## src/rtl/serial_add_pkg.sv

```systemverilog
// Shared types and helpers for the bit-serial add/subtract sequencer.
package serial_add_pkg;

   typedef enum logic [1:0] {IDLE, RUN, DONE} state_t;

   localparam int unsigned DEFAULT_WIDTH = 16;

   // Counter must hold WIDTH-1 without wrapping; never narrower than one bit.
   function automatic int unsigned cnt_width(input int unsigned width);
      return (width < 2) ? 1 : $clog2(width);
   endfunction

endpackage

```

## src/rtl/full_adder_cell.sv

```systemverilog
// Single-bit full adder built from two half adders; the only arithmetic in the sequencer.
module full_adder_cell (
   input  logic a,
   input  logic b,
   input  logic cin,
   output logic sum,
   output logic cout
);

   logic w_s0;
   logic w_c0;
   logic w_c1;

   half_adder u_ha0 (
      .i_a     (a),
      .i_b     (b),
      .o_sum   (w_s0),
      .o_carry (w_c0)
   );

   half_adder u_ha1 (
      .i_a     (w_s0),
      .i_b     (cin),
      .o_sum   (sum),
      .o_carry (w_c1)
   );

   assign cout = w_c0 | w_c1;

endmodule

```

## src/rtl/half_adder.sv

```systemverilog
// Single-bit half adder.
module half_adder (
   input  logic i_a,
   input  logic i_b,
   output logic o_sum,
   output logic o_carry
);

   assign o_sum   = i_a ^ i_b;
   assign o_carry = i_a & i_b;

endmodule

```

## src/rtl/serial_add_sequencer.sv

```systemverilog
// Bit-serial WIDTH-bit add/subtract: one full-adder cell stepped LSB first, start/done handshake.
module serial_add_sequencer
   import serial_add_pkg::*;
#(
   parameter int unsigned WIDTH = DEFAULT_WIDTH
) (
   input  logic             clk,
   input  logic             rst,
   input  logic             start,
   input  logic             op_sub,
   input  logic [WIDTH-1:0] a,
   input  logic [WIDTH-1:0] b,
   output logic             busy,
   output logic             done,
   output logic [WIDTH-1:0] result,
   output logic             carry_out,
   output logic             overflow,
   output logic             zero
);

   localparam int unsigned     CNT_W    = cnt_width(WIDTH);
   localparam logic [CNT_W-1:0] LAST_BIT = CNT_W'(WIDTH - 1);
   localparam logic [CNT_W-1:0] PRE_MSB  = CNT_W'(WIDTH - 2);

   state_t             r_state;
   state_t             w_next;
   logic [WIDTH-1:0]   r_op_a;
   logic [WIDTH-1:0]   r_op_b;
   logic [WIDTH-2:0]   r_part;
   logic               r_carry;
   logic               r_c_msb;
   logic [CNT_W-1:0]   r_cnt;
   logic [WIDTH-1:0]   r_result;
   logic               r_carry_out;
   logic               r_overflow;
   logic               r_zero;

   logic               w_sum;
   logic               w_cout;
   logic               w_accept;
   logic               w_last;
   logic [WIDTH-1:0]   w_final;

   full_adder_cell u_fa (
      .a    (r_op_a[0]),
      .b    (r_op_b[0]),
      .cin  (r_carry),
      .sum  (w_sum),
      .cout (w_cout)
   );

   assign w_accept = start && (r_state == IDLE || r_state == DONE);
   assign w_last   = (r_state == RUN) && (r_cnt == LAST_BIT);
   // Partial holds the low bits already produced; the new sum bit lands on top.
   assign w_final  = {w_sum, r_part};

   always_ff @(posedge clk or posedge rst) begin
      if (rst) begin
         r_state <= IDLE;
      end else begin
         r_state <= w_next;
      end
   end

   always_comb begin
      w_next = r_state;
      unique case (r_state)
         IDLE:    w_next = start ? RUN : IDLE;
         RUN:     w_next = w_last ? DONE : RUN;
         DONE:    w_next = start ? RUN : IDLE;
         default: w_next = IDLE;
      endcase
   end

   always_comb begin
      busy = (r_state == RUN);
      done = (r_state == DONE);
   end

   always_ff @(posedge clk or posedge rst) begin
      if (rst) begin
         r_op_a      <= '0;
         r_op_b      <= '0;
         r_part      <= '0;
         r_carry     <= 1'b0;
         r_c_msb     <= 1'b0;
         r_cnt       <= '0;
         r_result    <= '0;
         r_carry_out <= 1'b0;
         r_overflow  <= 1'b0;
         r_zero      <= 1'b0;
      end else if (w_accept) begin
         r_op_a  <= a;
         r_op_b  <= op_sub ? ~b : b;
         r_part  <= '0;
         r_carry <= op_sub;
         r_c_msb <= 1'b0;
         r_cnt   <= '0;
      end else if (r_state == RUN) begin
         r_op_a  <= r_op_a >> 1;
         r_op_b  <= r_op_b >> 1;
         r_part  <= w_final[WIDTH-1:1];
         r_carry <= w_cout;
         r_cnt   <= r_cnt + 1'b1;
         // Cell carry-out of bit WIDTH-2 is the carry into the MSB.
         if (r_cnt == PRE_MSB) begin
            r_c_msb <= w_cout;
         end
         if (w_last) begin
            r_result    <= w_final;
            r_carry_out <= w_cout;
            r_overflow  <= r_c_msb ^ w_cout;
            r_zero      <= (w_final == '0);
         end
      end
   end

   assign result    = r_result;
   assign carry_out = r_carry_out;
   assign overflow  = r_overflow;
   assign zero      = r_zero;

endmodule

```

## config.mk

```make
export PLATFORM = sky130hd
export DESIGN_NAME = serial_add_sequencer
export DESIGN_NICKNAME = d
export VERILOG_FILES = /design/src/rtl/serial_add_pkg.sv /design/src/rtl/full_adder_cell.sv /design/src/rtl/half_adder.sv /design/src/rtl/serial_add_sequencer.sv
export SDC_FILE = /design/constraint.sdc
export NUM_CORES = 1
export LEC_CHECK = 0
export BUFFER_PORTS_ARGS = -buffer_cell sky130_fd_sc_hd__buf_2
export CORE_ASPECT_RATIO = 1.1
export CORE_MARGIN = 3
export CORE_UTILIZATION = 31
export DETAILED_ROUTE_END_ITERATION = 8
export PLACE_DENSITY_LB_ADDON = 0.1
export SLEW_MARGIN = 20
export SYNTH_ARGS = -nofsm -noshare
export SYNTH_HDL_FRONTEND = slang
export SYNTH_SLANG_ARGS = --single-unit
```

## constraint.sdc

```tcl
create_clock -name clk -period 2.2 [get_ports clk]
set_input_delay 0.11 -clock clk [delete_from_list [all_inputs] [get_ports clk]]
set_output_delay 0.11 -clock clk [all_outputs]
set_load 0.02 [all_outputs]
```

==> flow_summary.html, run 1 <==
<table>
<tr><th>Metric</th><th>Value</th></tr>
<tr><th colspan="2">Global route</th></tr>
<tr><td>Pin count of the biggest net entering global routing</td><td>75</td></tr>
<tr><td>Number of global-route vias before repair</td><td>2334</td></tr>
<tr><td>Remaining global-route overflow</td><td>0</td></tr>
<tr><td>Combined global-route utilization of all metal layers</td><td>12.2%</td></tr>
<tr><td>Initial antenna violation count</td><td>0</td></tr>
<tr><td>Wire length of the first global-routing pass</td><td>11700 um</td></tr>
<tr><th colspan="2">Layout</th></tr>
<tr><td>Post-layout util</td><td>39.7%</td></tr>
<tr><td>Net count reported at finish</td><td>398</td></tr>
<tr><td>Fraction of final layout cells sized beyond drive strength 1</td><td>27.3%</td></tr>
<tr><td>Leading cell type in the layout, fill and taps excluded</td><td>sky130_fd_sc_hd__dfrtp_1</td></tr>
<tr><td>Synthesis-to-finish area growth</td><td>22.6%</td></tr>
<tr><td>Leading cell types in the layout, fill and taps excluded</td><td>sky130_fd_sc_hd__dfrtp_1, sky130_fd_sc_hd__buf_2, sky130_fd_sc_hd__nand2_1</td></tr>
<tr><td>Count of antenna diodes in the layout</td><td>0</td></tr>
<tr><th colspan="2">Setup path</th></tr>
<tr><td>CP endpoint kind</td><td>primary output</td></tr>
<tr><td>Crit start category</td><td>register</td></tr>
<tr><td>Critical Path Sink</td><td>busy</td></tr>
<tr><td>Worst reg2reg path startpoint</td><td>r_cnt[0]</td></tr>
<tr><td>Startpoint of the worst setup timing path</td><td>r_state[1]</td></tr>
<tr><td>R2r endpoint</td><td>result[14]</td></tr>
<tr><td>Reg-to-reg setup timing slack</td><td>0.63 ns</td></tr>
<tr><td>Maximum fanout encountered on the critical timing path</td><td>25</td></tr>
<tr><td>Depth of the worst register-to-register path</td><td>5</td></tr>
<tr><td>Critical path start-end classification</td><td>reg2out</td></tr>
<tr><td>Crit path arrival time</td><td>1.72 ns</td></tr>
<tr><td>Data required time of the worst path</td><td>2.09 ns</td></tr>
<tr><th colspan="2">Drt</th></tr>
<tr><td>Number of vias per cell</td><td>4.74</td></tr>
<tr><td>Post-DR wirelength/cell</td><td>13.4 um</td></tr>
<tr><td>Post-route antenna net violation count</td><td>0</td></tr>
<tr><td>Vias after detailed routing</td><td>2386</td></tr>
<tr><td>First-iteration detailed-routing DRC count</td><td>114</td></tr>
<tr><td>Post-route DRC</td><td>0</td></tr>
<tr><td>1st-pass router iterations</td><td>5</td></tr>
<tr><td>Total length of routed wires</td><td>6740 um</td></tr>
<tr><th colspan="2">Pwr</th></tr>
<tr><td>Peak VDD IR</td><td>0.585 mV</td></tr>
<tr><td>Cell Pwr Density</td><td>1320 mW/mm2</td></tr>
<tr><td>Static leakage</td><td>1.92 nW</td></tr>
<tr><th colspan="2">STA</th></tr>
<tr><td>Setup tns final</td><td>0 ns</td></tr>
<tr><td>Number of setup violations in the final report</td><td>0</td></tr>
<tr><td>Period utilization</td><td>83.1%</td></tr>
<tr><td>Normalized max-slew margin</td><td>63.7%</td></tr>
<tr><td>Setup Skew</td><td>0.0106 ns</td></tr>
<tr><td>Final hold violations</td><td>0</td></tr>
<tr><td>Maximum achievable frequency</td><td>547 MHz</td></tr>
<tr><td>Slew at the pin closest to its max-slew limit</td><td>0.544 ns</td></tr>
<tr><td>Fin. max-slew vios</td><td>0</td></tr>
<tr><td>Setup repair after global routing missed its margin</td><td>false</td></tr>
<tr><td>Minimum clock period after layout</td><td>1.83 ns</td></tr>
<tr><th colspan="2">Synth</th></tr>
<tr><td>Total of warnings raised by yosys</td><td>0</td></tr>
<tr><td>Library cell with the largest summed area after synthesis</td><td>sky130_fd_sc_hd__dfrtp_1</td></tr>
<tr><td>Synth Cell Area</td><td>0.00325 mm2</td></tr>
<tr><td>Top cells by area, synth</td><td>sky130_fd_sc_hd__dfrtp_1, sky130_fd_sc_hd__mux2_2, sky130_fd_sc_hd__nand2_1</td></tr>
<tr><td>Main combinational cell family by area after synthesis</td><td>simple AND/OR/NAND/NOR gates</td></tr>
<tr><td>Post-synthesis compound-gate area fraction</td><td>12.7%</td></tr>
<tr><td>Synth unique cells</td><td>34</td></tr>
<tr><td>Multiplexer share of the synthesized area</td><td>6.55%</td></tr>
<tr><td>Post-synthesis sequential area ratio</td><td>57.0%</td></tr>
<tr><td>Synth top area share</td><td>57.0%</td></tr>
<tr><td>XOR/XNOR share of the synthesized area</td><td>4.85%</td></tr>
<tr><td>Flip-flop and latch count after synthesis</td><td>74</td></tr>
<tr><td>Post-synthesis adder-cell area fraction</td><td>1.39%</td></tr>
<tr><td>Avg Inst Size Synth</td><td>11.2 um2</td></tr>
<tr><td>Synthesized-area fraction occupied by and/or/nand/nor cells</td><td>13.0%</td></tr>
<tr><td>Syn nets</td><td>330</td></tr>
<tr><td>Cell count after synthesis</td><td>291</td></tr>
<tr><th colspan="2">Floorplanning</th></tr>
<tr><td>Number of placed I/O pins</td><td>57</td></tr>
<tr><td>Die height</td><td>113 um</td></tr>
<tr><td>Area of the core</td><td>0.0100 mm2</td></tr>
<tr><td>Width of the chip</td><td>104 um</td></tr>
<tr><td>Initial Utilization</td><td>32.4%</td></tr>
<tr><td># rows</td><td>38</td></tr>
<tr><td>Die area</td><td>0.0117 mm2</td></tr>
<tr><th colspan="2">Clocking</th></tr>
<tr><td>Cell at the root of the clock tree</td><td>sky130_fd_sc_hd__clkbuf_8</td></tr>
<tr><td>TritonCTS clock tree</td><td>done</td></tr>
<tr><td>Clock transition at the registers of the reported paths</td><td>0.07 ns</td></tr>
<tr><td>Inserted Clock Buffers</td><td>9</td></tr>
<tr><td>H-tree depth</td><td>3</td></tr>
<tr><td>Clk sink count</td><td>74</td></tr>
<tr><td>Post-CTS Repair Setup Buffers</td><td>0</td></tr>
<tr><td>Maximum buffer depth of the clock tree</td><td>2</td></tr>
<tr><td>Worst skew pair latency</td><td>0.34 ns</td></tr>
<tr><th colspan="2">Place</th></tr>
<tr><td>Half-perimeter wire length after placement</td><td>4240 um</td></tr>
<tr><td>Buffers on Ports</td><td>56</td></tr>
<tr><td>Final Wtd Congestion</td><td>0.689</td></tr>
<tr><th colspan="2">Status</th></tr>
<tr><td>Status</td><td>finished clean</td></tr>
<tr><th colspan="2">Hold path</th></tr>
<tr><td>Class of the most critical hold timing path</td><td>in2reg</td></tr>
<tr><th colspan="2">Flow run</th></tr>
<tr><td>Maximum capacitance violations</td><td>0</td></tr>
</table>
-- how the worst min path moves through the flow --
stage / cells past startpoint / slack (ns) / endpoint / from
2_1_floorplan: 2 / 0.24 / r_op_a[0] / a[0]
3_3_place_gp: 3 / 0.24 / r_op_b[12] / rst
3_5_place_dp: 3 / 0.24 / result[5] / rst
4_1_cts: 2 / 0.0007 / r_op_a[15] / a[15]
5_1_grt: 3 / 0.06 / r_op_a[5] / a[5]
6_report: 3 / 0.05 / r_op_a[5] / a[5]
-- cells by family after synthesis --
family	count (synthesis)
AO/OA/AOI/OAI	56
XOR/XNOR	18
adder cells (fa/ha/maj)	3
buffers and inverters	26
flip-flops	74
multiplexers	19
AND/OR/NAND/NOR	95
-- cells in the mapped netlist --
| cell type | count |
|---|---|
| sky130_fd_sc_hd__dfrtp_1 | 74 |
| sky130_fd_sc_hd__nand2_1 | 45 |
| sky130_fd_sc_hd__nor2_1 | 19 |
| sky130_fd_sc_hd__mux2_2 | 18 |
| sky130_fd_sc_hd__a22o_1 | 17 |
| sky130_fd_sc_hd__nand3_1 | 17 |
| sky130_fd_sc_hd__xor2_1 | 16 |
| sky130_fd_sc_hd__a31oi_1 | 15 |
| sky130_fd_sc_hd__a22oi_1 | 14 |
| sky130_fd_sc_hd__buf_2 | 10 |
| sky130_fd_sc_hd__buf_4 | 6 |
| sky130_fd_sc_hd__inv_1 | 4 |
| sky130_fd_sc_hd__nor4_1 | 4 |
| sky130_fd_sc_hd__o21ai_0 | 4 |
| sky130_fd_sc_hd__clkbuf_1 | 3 |
| sky130_fd_sc_hd__a21oi_1 | 2 |
| sky130_fd_sc_hd__buf_6 | 2 |
| sky130_fd_sc_hd__ha_1 | 2 |
| sky130_fd_sc_hd__nand2b_1 | 2 |
| sky130_fd_sc_hd__or3_1 | 2 |
| sky130_fd_sc_hd__xnor2_1 | 2 |
| sky130_fd_sc_hd__a211oi_1 | 1 |
| sky130_fd_sc_hd__a21o_1 | 1 |
| sky130_fd_sc_hd__a221o_1 | 1 |
| sky130_fd_sc_hd__and2b_4 | 1 |
| sky130_fd_sc_hd__and3_1 | 1 |
| sky130_fd_sc_hd__fa_1 | 1 |
| sky130_fd_sc_hd__inv_2 | 1 |
| sky130_fd_sc_hd__mux2i_1 | 1 |
| sky130_fd_sc_hd__nand3b_1 | 1 |
| sky130_fd_sc_hd__nand4_1 | 1 |
| sky130_fd_sc_hd__nor2_4 | 1 |
| sky130_fd_sc_hd__nor2b_1 | 1 |
| sky130_fd_sc_hd__o2bb2ai_1 | 1 |
-- metal layers --
layer | GRT usage (%) | wire length (um)
met1 | 16.6 | 3140
met2 | 19.6 | 3230
met3 | 3.23 | 313
met4 | 3.19 | 53
met5 | 0 | 0
-- area by class of cell --
cell class,count,area [um2]
repair buffers,78,510
well taps,140,175
flip-flops and latches,74,1850
clock buffers,11,151
clock inverters,4,26.3
multi-input cells,191,1250
inverters,5,18.8
fillers,1057,6050
-- through the flow --
| step | total power [mW] | instances | setup WS [ns] | area [um2] | hold WS [ns] |
|---|---|---|---|---|---|
| floorplan | 3.83 | 291 | 0.208 | 3250 | 0.238 |
| global placement | 4.32 | 472 | 0.635 | 3650 | 0.236 |
| detailed placement | 4.33 | 472 | 0.604 | 3650 | 0.237 |
| CTS | 5.34 | 502 | 0.326 | 3970 | 0.000659 |
| global route | 5.71 | 503 | 0.229 | 3980 | 0.0637 |
| finish | 5.24 | 503 | 0.372 | 3980 | 0.0468 |
-- worst max-delay path, stage by stage, from the launching register on --
cell                       delay (ns)
sky130_fd_sc_hd__dfrtp_1         0.38
sky130_fd_sc_hd__nand2b_1        0.17
sky130_fd_sc_hd__inv_2           0.38
sky130_fd_sc_hd__buf_4           0.27
sky130_fd_sc_hd__buf_2           0.18
-- what timing repair did --
item,4_1_cts,5_1_grt
resized for setup,0,0
hold buffers,15,1
endpoints found under the hold margin,88,1
-- sequential cells by signal (all words and copies together), names as in the netlist, 2 cells and up --
register / flops
r_op_a: 16
r_op_b: 16
result: 16
r_part: 15
r_cnt: 4
r_state: 2
-- power by group --
group          switching [mW]  total, mW  internal (mW)
sequential              0.388       2.34           1.95
combinational            1.08       1.94          0.859
clock                   0.492      0.957          0.465
(Power assumes the default switching activity.)
==> run 2: changes to the inputs <==
--- a/config.mk
+++ b/config.mk
@@ -5,6 +5,7 @@
 export SDC_FILE = /design/constraint.sdc
 export NUM_CORES = 1
 export LEC_CHECK = 0
+export ABC_AREA = 1
 export BUFFER_PORTS_ARGS = -buffer_cell sky130_fd_sc_hd__buf_2
 export CORE_ASPECT_RATIO = 1.1
 export CORE_MARGIN = 3
==> constraint.sdc (replaced) <==
create_clock -name clk -period 1.8 [get_ports clk]
set_input_delay 0.09 -clock clk [delete_from_list [all_inputs] [get_ports clk]]
set_output_delay 0.09 -clock clk [all_outputs]
set_load 0.02 [all_outputs]
==> run 2 against run 1 <==
Routed wire length rose by 7.1%. Sequential share of layout area fell by 3.0 points. Cell count rose by 17%. Global-route usage rose by 0.67 points. Flip-flop and latch count did not move.
==> flow_summary.html, run 2 <==
<table>
<tr><th>Metric</th><th>Value</th></tr>
<tr><th colspan="2">Global route</th></tr>
<tr><td>Remaining global-route overflow</td><td>0 (unchanged)</td></tr>
<tr><td>Wire length of the first global-routing pass</td><td>12900 um (+10%)</td></tr>
<tr><td>Pin count of the biggest net entering global routing</td><td>37 (-51%)</td></tr>
<tr><td>Met1 routing resource usage after global routing</td><td>16.1% (-0.53 points)</td></tr>
<tr><td>Fraction of met2 tracks used by global routing</td><td>22.4% (+2.8 points)</td></tr>
<tr><td>Initial antenna violation count</td><td>0 (unchanged)</td></tr>
<tr><td>Gr busiest metal</td><td>met2</td></tr>
<tr><td>Number of global-route vias before repair</td><td>2762 (+18%)</td></tr>
<tr><td>GRT met3 Usage</td><td>2.82% (-0.41 points)</td></tr>
<tr><td>Combined global-route utilization of all metal layers</td><td>12.9% (+0.67 points)</td></tr>
<tr><th colspan="2">Layout</th></tr>
<tr><td>Net count reported at finish</td><td>478 (+20%)</td></tr>
<tr><td>Fraction of final layout cells sized beyond drive strength 1</td><td>24.1% (-3.2 points)</td></tr>
<tr><td>Count of antenna diodes in the layout</td><td>0 (unchanged)</td></tr>
<tr><td>Register area</td><td>0.00185 mm2 (unchanged)</td></tr>
<tr><td>Post-layout util</td><td>40.2% (+0.52 points)</td></tr>
<tr><td>Multi-input gate area in the final layout</td><td>0.00129 mm2 (+3.4%)</td></tr>
<tr><td>Final std cells w/o fill</td><td>587 (+17%)</td></tr>
<tr><td>Synthesis-to-finish area growth</td><td>23.8%</td></tr>
<tr><td>Leading cell type in the layout, fill and taps excluded</td><td>sky130_fd_sc_hd__nand2_1</td></tr>
<tr><td>Leading cell types in the layout, fill and taps excluded</td><td>sky130_fd_sc_hd__nand2_1, sky130_fd_sc_hd__dfrtp_1, sky130_fd_sc_hd__buf_2</td></tr>
<tr><td>Final design area excluding fillers</td><td>0.00426 mm2 (+6.9%)</td></tr>
<tr><td>Count of filler cells inserted in the layout</td><td>1118 (+5.8%)</td></tr>
<tr><th colspan="2">Place</th></tr>
<tr><td>Final Wtd Congestion</td><td>0.674 (-2.2%)</td></tr>
<tr><td>Worst setup slack after placement</td><td>0.158 ns (-0.446 ns)</td></tr>
<tr><td>Number of placed cells counting well taps</td><td>556 (+18%)</td></tr>
<tr><td>Placed inst area</td><td>0.00379 mm2 (+3.9%)</td></tr>
<tr><td>Half-perimeter wire length after placement</td><td>4700 um (+11%)</td></tr>
<tr><td>Buffers on Ports</td><td>56 (unchanged)</td></tr>
<tr><th colspan="2">Setup path</th></tr>
<tr><td>Crit start category</td><td>register</td></tr>
<tr><td>Peak per-stage delay on the critical path</td><td>0.36 ns (-0.02 ns)</td></tr>
<tr><td>Critical path start-end classification</td><td>reg2out</td></tr>
<tr><td>Maximum fanout encountered on the critical timing path</td><td>29 (+16%)</td></tr>
<tr><td>Crit path max-delay cell type</td><td>sky130_fd_sc_hd__dfrtp_1</td></tr>
<tr><td>Worst reg2reg path startpoint</td><td>r_cnt[1]</td></tr>
<tr><td>Number of buffer and inverter stages on the critical path</td><td>4 (+1)</td></tr>
<tr><td>Chain of cells forming the critical path</td><td>inv_1 &gt; nand2_2 &gt; buf_4 &gt; inv_4 &gt; buf_2</td></tr>
<tr><td>Crit path arrival time</td><td>1.54 ns (-0.18 ns)</td></tr>
<tr><td>Depth of the worst register-to-register path</td><td>6 (+1)</td></tr>
<tr><td>CP endpoint kind</td><td>primary output</td></tr>
<tr><td>Dominant delay contributor by cell family on the critical path</td><td>buffers and inverters</td></tr>
<tr><td>R2r endpoint</td><td>result[14]</td></tr>
<tr><td>Data required time of the worst path</td><td>1.71 ns (-0.38 ns)</td></tr>
<tr><td>Reg-to-reg setup timing slack</td><td>0.41 ns (-0.22 ns)</td></tr>
<tr><th colspan="2">Synth</th></tr>
<tr><td>Total of warnings raised by yosys</td><td>0 (unchanged)</td></tr>
<tr><td>Syn nets</td><td>409 (+24%)</td></tr>
<tr><td>Async set-or-reset flop fraction in the synthesized netlist</td><td>100% (unchanged)</td></tr>
<tr><td>Most frequently used flop master after synthesis</td><td>sky130_fd_sc_hd__dfrtp_1</td></tr>
<tr><td>Top-count cell post-synth</td><td>sky130_fd_sc_hd__nand2_1</td></tr>
<tr><td>Cell count after synthesis</td><td>370 (+27%)</td></tr>
<tr><td>Most frequent cells after synthesis</td><td>sky130_fd_sc_hd__nand2_1, sky130_fd_sc_hd__dfrtp_1, sky130_fd_sc_hd__inv_1, sky130_fd_sc_hd__nor2_1</td></tr>
<tr><td>Post-synthesis sequential area ratio</td><td>53.8% (-3.2 points)</td></tr>
<tr><td>Synth unique cells</td><td>26 (-24%)</td></tr>
<tr><td>Flip-flop and latch count after synthesis</td><td>74 (unchanged)</td></tr>
<tr><td>Count of flip-flops with a built-in enable after synthesis</td><td>0 (unchanged)</td></tr>
<tr><td>Synth top area share</td><td>53.8% (-3.2 points)</td></tr>
<tr><td>Library cell with the largest summed area after synthesis</td><td>sky130_fd_sc_hd__dfrtp_1</td></tr>
<tr><td>Synth Cell Area</td><td>0.00344 mm2 (+5.9%)</td></tr>
<tr><td>Top cells by area, synth</td><td>sky130_fd_sc_hd__dfrtp_1, sky130_fd_sc_hd__nand2_1, sky130_fd_sc_hd__o21ai_2</td></tr>
<tr><td>Avg Inst Size Synth</td><td>9.30 um2 (-17%)</td></tr>
<tr><th colspan="2">Floorplanning</th></tr>
<tr><td>Area of the core</td><td>0.0106 mm2 (+5.6%)</td></tr>
<tr><td>Width of the chip</td><td>106 um (+2.7%)</td></tr>
<tr><td>Number of placed I/O pins</td><td>57 (unchanged)</td></tr>
<tr><td>Initial Utilization</td><td>32.5% (+0.10 points)</td></tr>
<tr><td>Die area</td><td>0.0124 mm2 (+5.6%)</td></tr>
<tr><td>Die height</td><td>116 um (+2.7%)</td></tr>
<tr><td># rows</td><td>39 (+2.6%)</td></tr>
<tr><th colspan="2">Pwr</th></tr>
<tr><td>Peak VDD IR</td><td>0.521 mV (-11%)</td></tr>
<tr><td>Overall power consumption</td><td>7.50 mW (+43%)</td></tr>
<tr><td>Cell Pwr Density</td><td>1760 mW/mm2 (+34%)</td></tr>
<tr><td>Static leakage</td><td>2.10 nW (+9.4%)</td></tr>
<tr><th colspan="2">Clocking</th></tr>
<tr><td>Post-CTS Repair Setup Buffers</td><td>0 (unchanged)</td></tr>
<tr><td>Cell at the root of the clock tree</td><td>sky130_fd_sc_hd__clkbuf_16</td></tr>
<tr><td>H-tree depth</td><td>3 (unchanged)</td></tr>
<tr><td>Inserted Clock Buffers</td><td>9 (unchanged)</td></tr>
<tr><td>Clock transition at the registers of the reported paths</td><td>0.05 ns (-0.02 ns)</td></tr>
<tr><td>Clk sink count</td><td>74 (unchanged)</td></tr>
<tr><td>Maximum buffer depth of the clock tree</td><td>2 (unchanged)</td></tr>
<tr><td>Worst skew pair latency</td><td>0.33 ns (about the same)</td></tr>
<tr><td>TritonCTS clock tree</td><td>done</td></tr>
<tr><th colspan="2">STA</th></tr>
<tr><td>Setup repair after global routing missed its margin</td><td>false</td></tr>
<tr><td>Setup tns final</td><td>0 ns (unchanged)</td></tr>
<tr><td>Fin. max-slew vios</td><td>0 (unchanged)</td></tr>
<tr><td>Normalized max-slew margin</td><td>65.0% (+1.3 points)</td></tr>
<tr><td>Number of setup violations in the final report</td><td>0 (unchanged)</td></tr>
<tr><td>Period utilization</td><td>90.5%</td></tr>
<tr><td>Minimum clock period after layout</td><td>1.63 ns</td></tr>
<tr><td>Setup Skew</td><td>0.00695 ns (-0.00366 ns)</td></tr>
<tr><td>Worst hold slack across all endpoints</td><td>0.0211 ns (-0.0257 ns)</td></tr>
<tr><td>Slew at the pin closest to its max-slew limit</td><td>0.524 ns (-0.0203 ns)</td></tr>
<tr><td>Final hold violations</td><td>0 (unchanged)</td></tr>
<tr><td>Maximum achievable frequency</td><td>614 MHz</td></tr>
<tr><td>Post-route worst setup slack</td><td>0.171 ns (-0.201 ns)</td></tr>
<tr><th colspan="2">Drt</th></tr>
<tr><td>Total length of routed wires</td><td>7220 um (+7.1%)</td></tr>
<tr><td>Number of vias per cell</td><td>4.42 (-6.9%)</td></tr>
<tr><td>Post-route antenna net violation count</td><td>0 (unchanged)</td></tr>
<tr><td>Post-route DRC</td><td>0 (unchanged)</td></tr>
<tr><td>Post-DR wirelength/cell</td><td>12.3 um (-8.2%)</td></tr>
<tr><td>1st-pass router iterations</td><td>4 (-1)</td></tr>
<tr><td>First-iteration detailed-routing DRC count</td><td>111 (-2.6%)</td></tr>
<tr><td>Vias after detailed routing</td><td>2593 (+8.7%)</td></tr>
<tr><th colspan="2">Hold path</th></tr>
<tr><td>Min-Delay Path Depth</td><td>3 (unchanged)</td></tr>
<tr><td>Hold EP</td><td>r_op_a[4]</td></tr>
<tr><td>Hold Path Origin</td><td>a[4]</td></tr>
<tr><td>Class of the most critical hold timing path</td><td>in2reg</td></tr>
<tr><th colspan="2">Status</th></tr>
<tr><td>Status</td><td>finished clean</td></tr>
<tr><th colspan="2">Flow run</th></tr>
<tr><td>Maximum capacitance violations</td><td>0 (unchanged)</td></tr>
</table>
run 2: cell types whose count changed after synthesis, moves of 16 or more:
cell	previous run	this run
sky130_fd_sc_hd__nand2_1	45	125
sky130_fd_sc_hd__a22o_1	17	0
sky130_fd_sc_hd__mux2_2	18	0
sky130_fd_sc_hd__o21ai_2	0	17
sky130_fd_sc_hd__o22ai_1	0	16
sky130_fd_sc_hd__inv_1	4	23
run 2: final cells by class:
type,count,share of cell area (%)
Sequential cell,74,43.5
Multi-Input combinational cell,249,30.3
Timing Repair Buffer,77,11.7
Clock buffer,11,5.70
Tap cell,143,4.20
Inverter,28,2.73
Clock inverter,5,1.82
run 2: worst max path at each step:
| stage | start | endpoint | slack [ns] | cells past startpoint |
|---|---|---|---|---|
| 6_report | r_state[1] | busy | 0.17 | 5 |
| 2_1_floorplan | r_carry | zero | 0.53 | 6 |
| 5_1_grt | r_state[1] | busy | 0.09 | 5 |
| 3_5_place_dp | r_cnt[1] | result[14] | 0.16 | 6 |
| 3_3_place_gp | r_cnt[1] | result[2] | 0.21 | 6 |
| 4_1_cts | r_state[1] | busy | 0.14 | 5 |
run 2: where the power goes:
group          internal (mW)  switching [mW]  total, mW  leakage [nW]
logic                   1.03            1.74       2.77          1.03
registers               2.42           0.407       2.83         0.919
clock network           1.25           0.662       1.91         0.156
total                   4.70            2.81       7.50          2.10
run 2: logic make-up after synthesis:
| logic type | after synthesis | synth area share (%) |
|---|---|---|
| AO/OA/AOI/OAI | 61 | 11.5 |
| XOR/XNOR | 18 | 4.58 |
| adder cells (fa/ha/maj) | 3 | 1.31 |
| buffers and inverters | 47 | 8.62 |
| flip-flops | 74 | 53.8 |
| AND/OR/NAND/NOR | 167 | 20.1 |
run 2: worst register-to-register path, stage by stage, from the launching register on:
cell and delay, ns:
sky130_fd_sc_hd__dfrtp_1 0.40, sky130_fd_sc_hd__ha_1 0.23, sky130_fd_sc_hd__nand3_2 0.11, sky130_fd_sc_hd__nor2_4 0.05, sky130_fd_sc_hd__inv_4 0.32, sky130_fd_sc_hd__nand2_1 0.13, sky130_fd_sc_hd__o21ai_2 0.07
run 2: layer usage:
layer | wire length [um] | vias up
li1 | - | 1309
met5 | 0 | -
met2 | 3460 | 46
met3 | 272 | 13
met4 | 88 | 0
met1 | 3400 | 1225
run 2: what timing repair did:
| action | in CTS | in global routing |
|---|---|---|
| endpoints found under the hold margin | 33 | 0 |
| endpoints found under the setup margin | 0 | 2 |
| hold buffers | 15 | 0 |
| gates resized for setup | 0 | 2 |
==> run 3: changes to the inputs <==
==> constraint.sdc (replaced) <==
create_clock -name clk -period 1.4 [get_ports clk]
set_input_delay 0.07 -clock clk [delete_from_list [all_inputs] [get_ports clk]]
set_output_delay 0.07 -clock clk [all_outputs]
set_load 0.02 [all_outputs]
==> run 3 against run 2 <==
Global-route usage grew 0.41 points. Largest cell class unchanged. Sequential share of layout area fell by 1.7 points. Count of clock-buffer cells in the layout is 2 lower. Highest routed layer unchanged. Critical path depth is 2 lower. Hold slack worse by 0.0028 ns. Non-clock buffer count rose by 13. Via count grew 2.7%. Total power rose by 34%. Largest power group is now combinational logic. Clock skew decreased by 0.0025 ns. Routed wire length grew 2.7%. Cell count up 2.4%. Critical endpoint unchanged.
==> flow_summary.html, run 3 (synthesis gave the netlist of run 2 again) <==
<table>
<tr><th>Metric</th><th>Value</th></tr>
<tr><th colspan="2">Global route</th></tr>
<tr><td>Remaining global-route overflow</td><td>0 (unchanged)</td></tr>
<tr><td>Initial antenna violation count</td><td>0 (unchanged)</td></tr>
<tr><td>Number of global-route vias before repair</td><td>2847 (+3.1%)</td></tr>
<tr><td>Pin count of the biggest net entering global routing</td><td>48 (+30%)</td></tr>
<tr><td>Combined global-route utilization of all metal layers</td><td>13.3% (+0.41 points)</td></tr>
<tr><td>Wire length of the first global-routing pass</td><td>13000 um (+1.3%)</td></tr>
<tr><th colspan="2">Setup path</th></tr>
<tr><td>Crit start category</td><td>register</td></tr>
<tr><td>Crit path arrival time</td><td>1.26 ns (-0.28 ns)</td></tr>
<tr><td>Data required time of the worst path</td><td>1.33 ns (-0.38 ns)</td></tr>
<tr><td>Crit path max-delay cell type</td><td>sky130_fd_sc_hd__dfrtp_1</td></tr>
<tr><td>CP endpoint kind</td><td>primary output</td></tr>
<tr><td>Peak per-stage delay on the critical path</td><td>0.42 ns (+0.06 ns)</td></tr>
<tr><td>Chain of cells forming the critical path</td><td>nand2_4 &gt; clkinv_8 &gt; buf_2</td></tr>
<tr><td>Maximum fanout encountered on the critical timing path</td><td>15 (-48%)</td></tr>
<tr><td>Critical path start-end classification</td><td>reg2out</td></tr>
<tr><th colspan="2">Drt</th></tr>
<tr><td>Post-route DRC</td><td>0 (unchanged)</td></tr>
<tr><td>Post-route antenna net violation count</td><td>0 (unchanged)</td></tr>
<tr><td>Total length of routed wires</td><td>7410 um (+2.7%)</td></tr>
<tr><td>First-iteration detailed-routing DRC count</td><td>71 (-36%)</td></tr>
<tr><td>1st-pass router iterations</td><td>4 (unchanged)</td></tr>
<tr><td>Post-DR wirelength/cell</td><td>12.3 um (+0.35%)</td></tr>
<tr><td>Vias after detailed routing</td><td>2662 (+2.7%)</td></tr>
<tr><td>Number of vias per cell</td><td>4.43 (+0.27%)</td></tr>
<tr><th colspan="2">STA</th></tr>
<tr><td>Post-route worst setup slack</td><td>0.0662 ns (-0.105 ns)</td></tr>
<tr><td>Minimum clock period after layout</td><td>1.33 ns</td></tr>
<tr><td>Period utilization</td><td>95.3%</td></tr>
<tr><td>Setup repair after global routing missed its margin</td><td>true</td></tr>
<tr><td>Setup tns final</td><td>0 ns (unchanged)</td></tr>
<tr><td>Setup Skew</td><td>0.00448 ns (-0.00247 ns)</td></tr>
<tr><td>Slew at the pin closest to its max-slew limit</td><td>0.466 ns (-0.0576 ns)</td></tr>
<tr><td>Normalized max-slew margin</td><td>68.9% (+3.9 points)</td></tr>
<tr><td>Maximum achievable frequency</td><td>750 MHz</td></tr>
<tr><td>Number of setup violations in the final report</td><td>0 (unchanged)</td></tr>
<tr><td>Final hold violations</td><td>0 (unchanged)</td></tr>
<tr><td>Fin. max-slew vios</td><td>0 (unchanged)</td></tr>
<tr><td>Worst hold slack across all endpoints</td><td>0.0184 ns (-0.00277 ns)</td></tr>
<tr><th colspan="2">Floorplanning</th></tr>
<tr><td># rows</td><td>39 (unchanged)</td></tr>
<tr><td>Initial Utilization</td><td>32.5% (unchanged)</td></tr>
<tr><td>Die area</td><td>0.0124 mm2 (unchanged)</td></tr>
<tr><td>Die height</td><td>116 um (unchanged)</td></tr>
<tr><td>Number of placed I/O pins</td><td>57 (unchanged)</td></tr>
<tr><td>Width of the chip</td><td>106 um (unchanged)</td></tr>
<tr><td>Area of the core</td><td>0.0106 mm2 (unchanged)</td></tr>
<tr><th colspan="2">Pwr</th></tr>
<tr><td>Overall power consumption</td><td>10.1 mW (+34%)</td></tr>
<tr><td>Peak VDD IR</td><td>0.741 mV (+42%)</td></tr>
<tr><td>Static leakage</td><td>2.19 nW (+4.2%)</td></tr>
<tr><td>Cell Pwr Density</td><td>2270 mW/mm2 (+29%)</td></tr>
<tr><th colspan="2">Clocking</th></tr>
<tr><td>Worst skew pair latency</td><td>0.33 ns (about the same)</td></tr>
<tr><td>TritonCTS clock tree</td><td>done</td></tr>
<tr><td>Maximum buffer depth of the clock tree</td><td>2 (unchanged)</td></tr>
<tr><td>H-tree depth</td><td>3 (unchanged)</td></tr>
<tr><td>Clk sink count</td><td>74 (unchanged)</td></tr>
<tr><td>Cell at the root of the clock tree</td><td>sky130_fd_sc_hd__clkbuf_16</td></tr>
<tr><td>Inserted Clock Buffers</td><td>9 (unchanged)</td></tr>
<tr><td>Clock transition at the registers of the reported paths</td><td>0.06 ns (about the same)</td></tr>
<tr><th colspan="2">Place</th></tr>
<tr><td>Worst setup slack after placement</td><td>0.0702 ns (-0.0878 ns)</td></tr>
<tr><td>Buffers on Ports</td><td>56 (unchanged)</td></tr>
<tr><td>Half-perimeter wire length after placement</td><td>5030 um (+7.1%)</td></tr>
<tr><td>Placed inst area</td><td>0.00388 mm2 (+2.4%)</td></tr>
<tr><td>Final Wtd Congestion</td><td>0.728 (+8.1%)</td></tr>
<tr><td>Number of placed cells counting well taps</td><td>565 (+1.6%)</td></tr>
<tr><th colspan="2">Layout</th></tr>
<tr><td>Multi-input gate area in the final layout</td><td>0.00130 mm2 (+0.58%)</td></tr>
<tr><td>Net count reported at finish</td><td>492 (+2.9%)</td></tr>
<tr><td>Leading cell types in the layout, fill and taps excluded</td><td>sky130_fd_sc_hd__nand2_1, sky130_fd_sc_hd__dfrtp_1, sky130_fd_sc_hd__buf_2</td></tr>
<tr><td>Count of antenna diodes in the layout</td><td>0 (unchanged)</td></tr>
<tr><td>Leading cell type in the layout, fill and taps excluded</td><td>sky130_fd_sc_hd__nand2_1</td></tr>
<tr><td>Fraction of final layout cells sized beyond drive strength 1</td><td>26.4% (+2.3 points)</td></tr>
<tr><td>Final design area excluding fillers</td><td>0.00443 mm2 (+4.0%)</td></tr>
<tr><td>Synthesis-to-finish area growth</td><td>28.8%</td></tr>
<tr><td>Final std cells w/o fill</td><td>601 (+2.4%)</td></tr>
<tr><td>Post-layout util</td><td>41.9% (+1.6 points)</td></tr>
<tr><td>Count of filler cells inserted in the layout</td><td>1133 (+1.3%)</td></tr>
<tr><td>Register area</td><td>0.00185 mm2 (unchanged)</td></tr>
<tr><th colspan="2">Status</th></tr>
<tr><td>Status</td><td>finished clean</td></tr>
<tr><th colspan="2">Hold path</th></tr>
<tr><td>Class of the most critical hold timing path</td><td>in2reg</td></tr>
<tr><th colspan="2">Flow run</th></tr>
<tr><td>Maximum capacitance violations</td><td>0 (unchanged)</td></tr>
</table>
[run 3: changes by cell type in the layout (fill, tap and decap cells not counted), sizes merged]
cell and change:
buf +11, dlygate4sd3 +2, bufinv +1, clkinvlp -1, clkinv +3, clkbuf -2
[run 3: final cells by class]
type | instances | area share, %
Clock buffer | 9 | 5.08
Clock inverter | 7 | 2.65
Inverter | 28 | 2.80
Multi-Input combinational cell | 249 | 29.3
Sequential cell | 74 | 41.8
Tap cell | 143 | 4.04
Timing Repair Buffer | 90 | 14.2
Timing Repair inverter | 1 | 0.141
[run 3: power breakdown]
part / internal [mW] / switching (mW)
sequential: 3.11 / 0.518
clock: 1.74 / 0.891
combinational: 1.49 / 2.31
[run 3: path summary, 6_finish.rpt]
path	startpoint	endpoint	slack, ns	cells past startpoint
worst max-delay path	r_state[0]	busy	0.07	3
worst min-delay path	b[3]	r_op_b[3]	0.02	4
worst max register to register	r_carry	zero	0.07	6
worst min register to register	result[11]	result[11]	0.47	2
max in group asynchronous	rst	r_op_b[0]	0.79	4
min in group asynchronous	rst	result[13]	0.35	4
[run 3: critical path: cells and delay by family, from the launching register on]
kind          cells  cell delay [ns]
buf+inv           2             0.31
simple gates      1             0.20
flops             1             0.42
[run 3: layer usage]
layer,share of wire [%],vias up,global-route usage (%)
met5,0,-,0
met3,4.4,15,3.26
li1,-,1345,-
met4,2.0,0,5.46
met1,45,1256,15.3
met2,48,46,23.9
[run 3: timing repair]
item	in CTS	in global routing
endpoints found under the hold margin	90	0
gates resized for setup	3	2
cloned	1	0
hold buffers	17	0
setup endpoints to repair	1	19
setup buffers	0	2
pin swaps	0	1
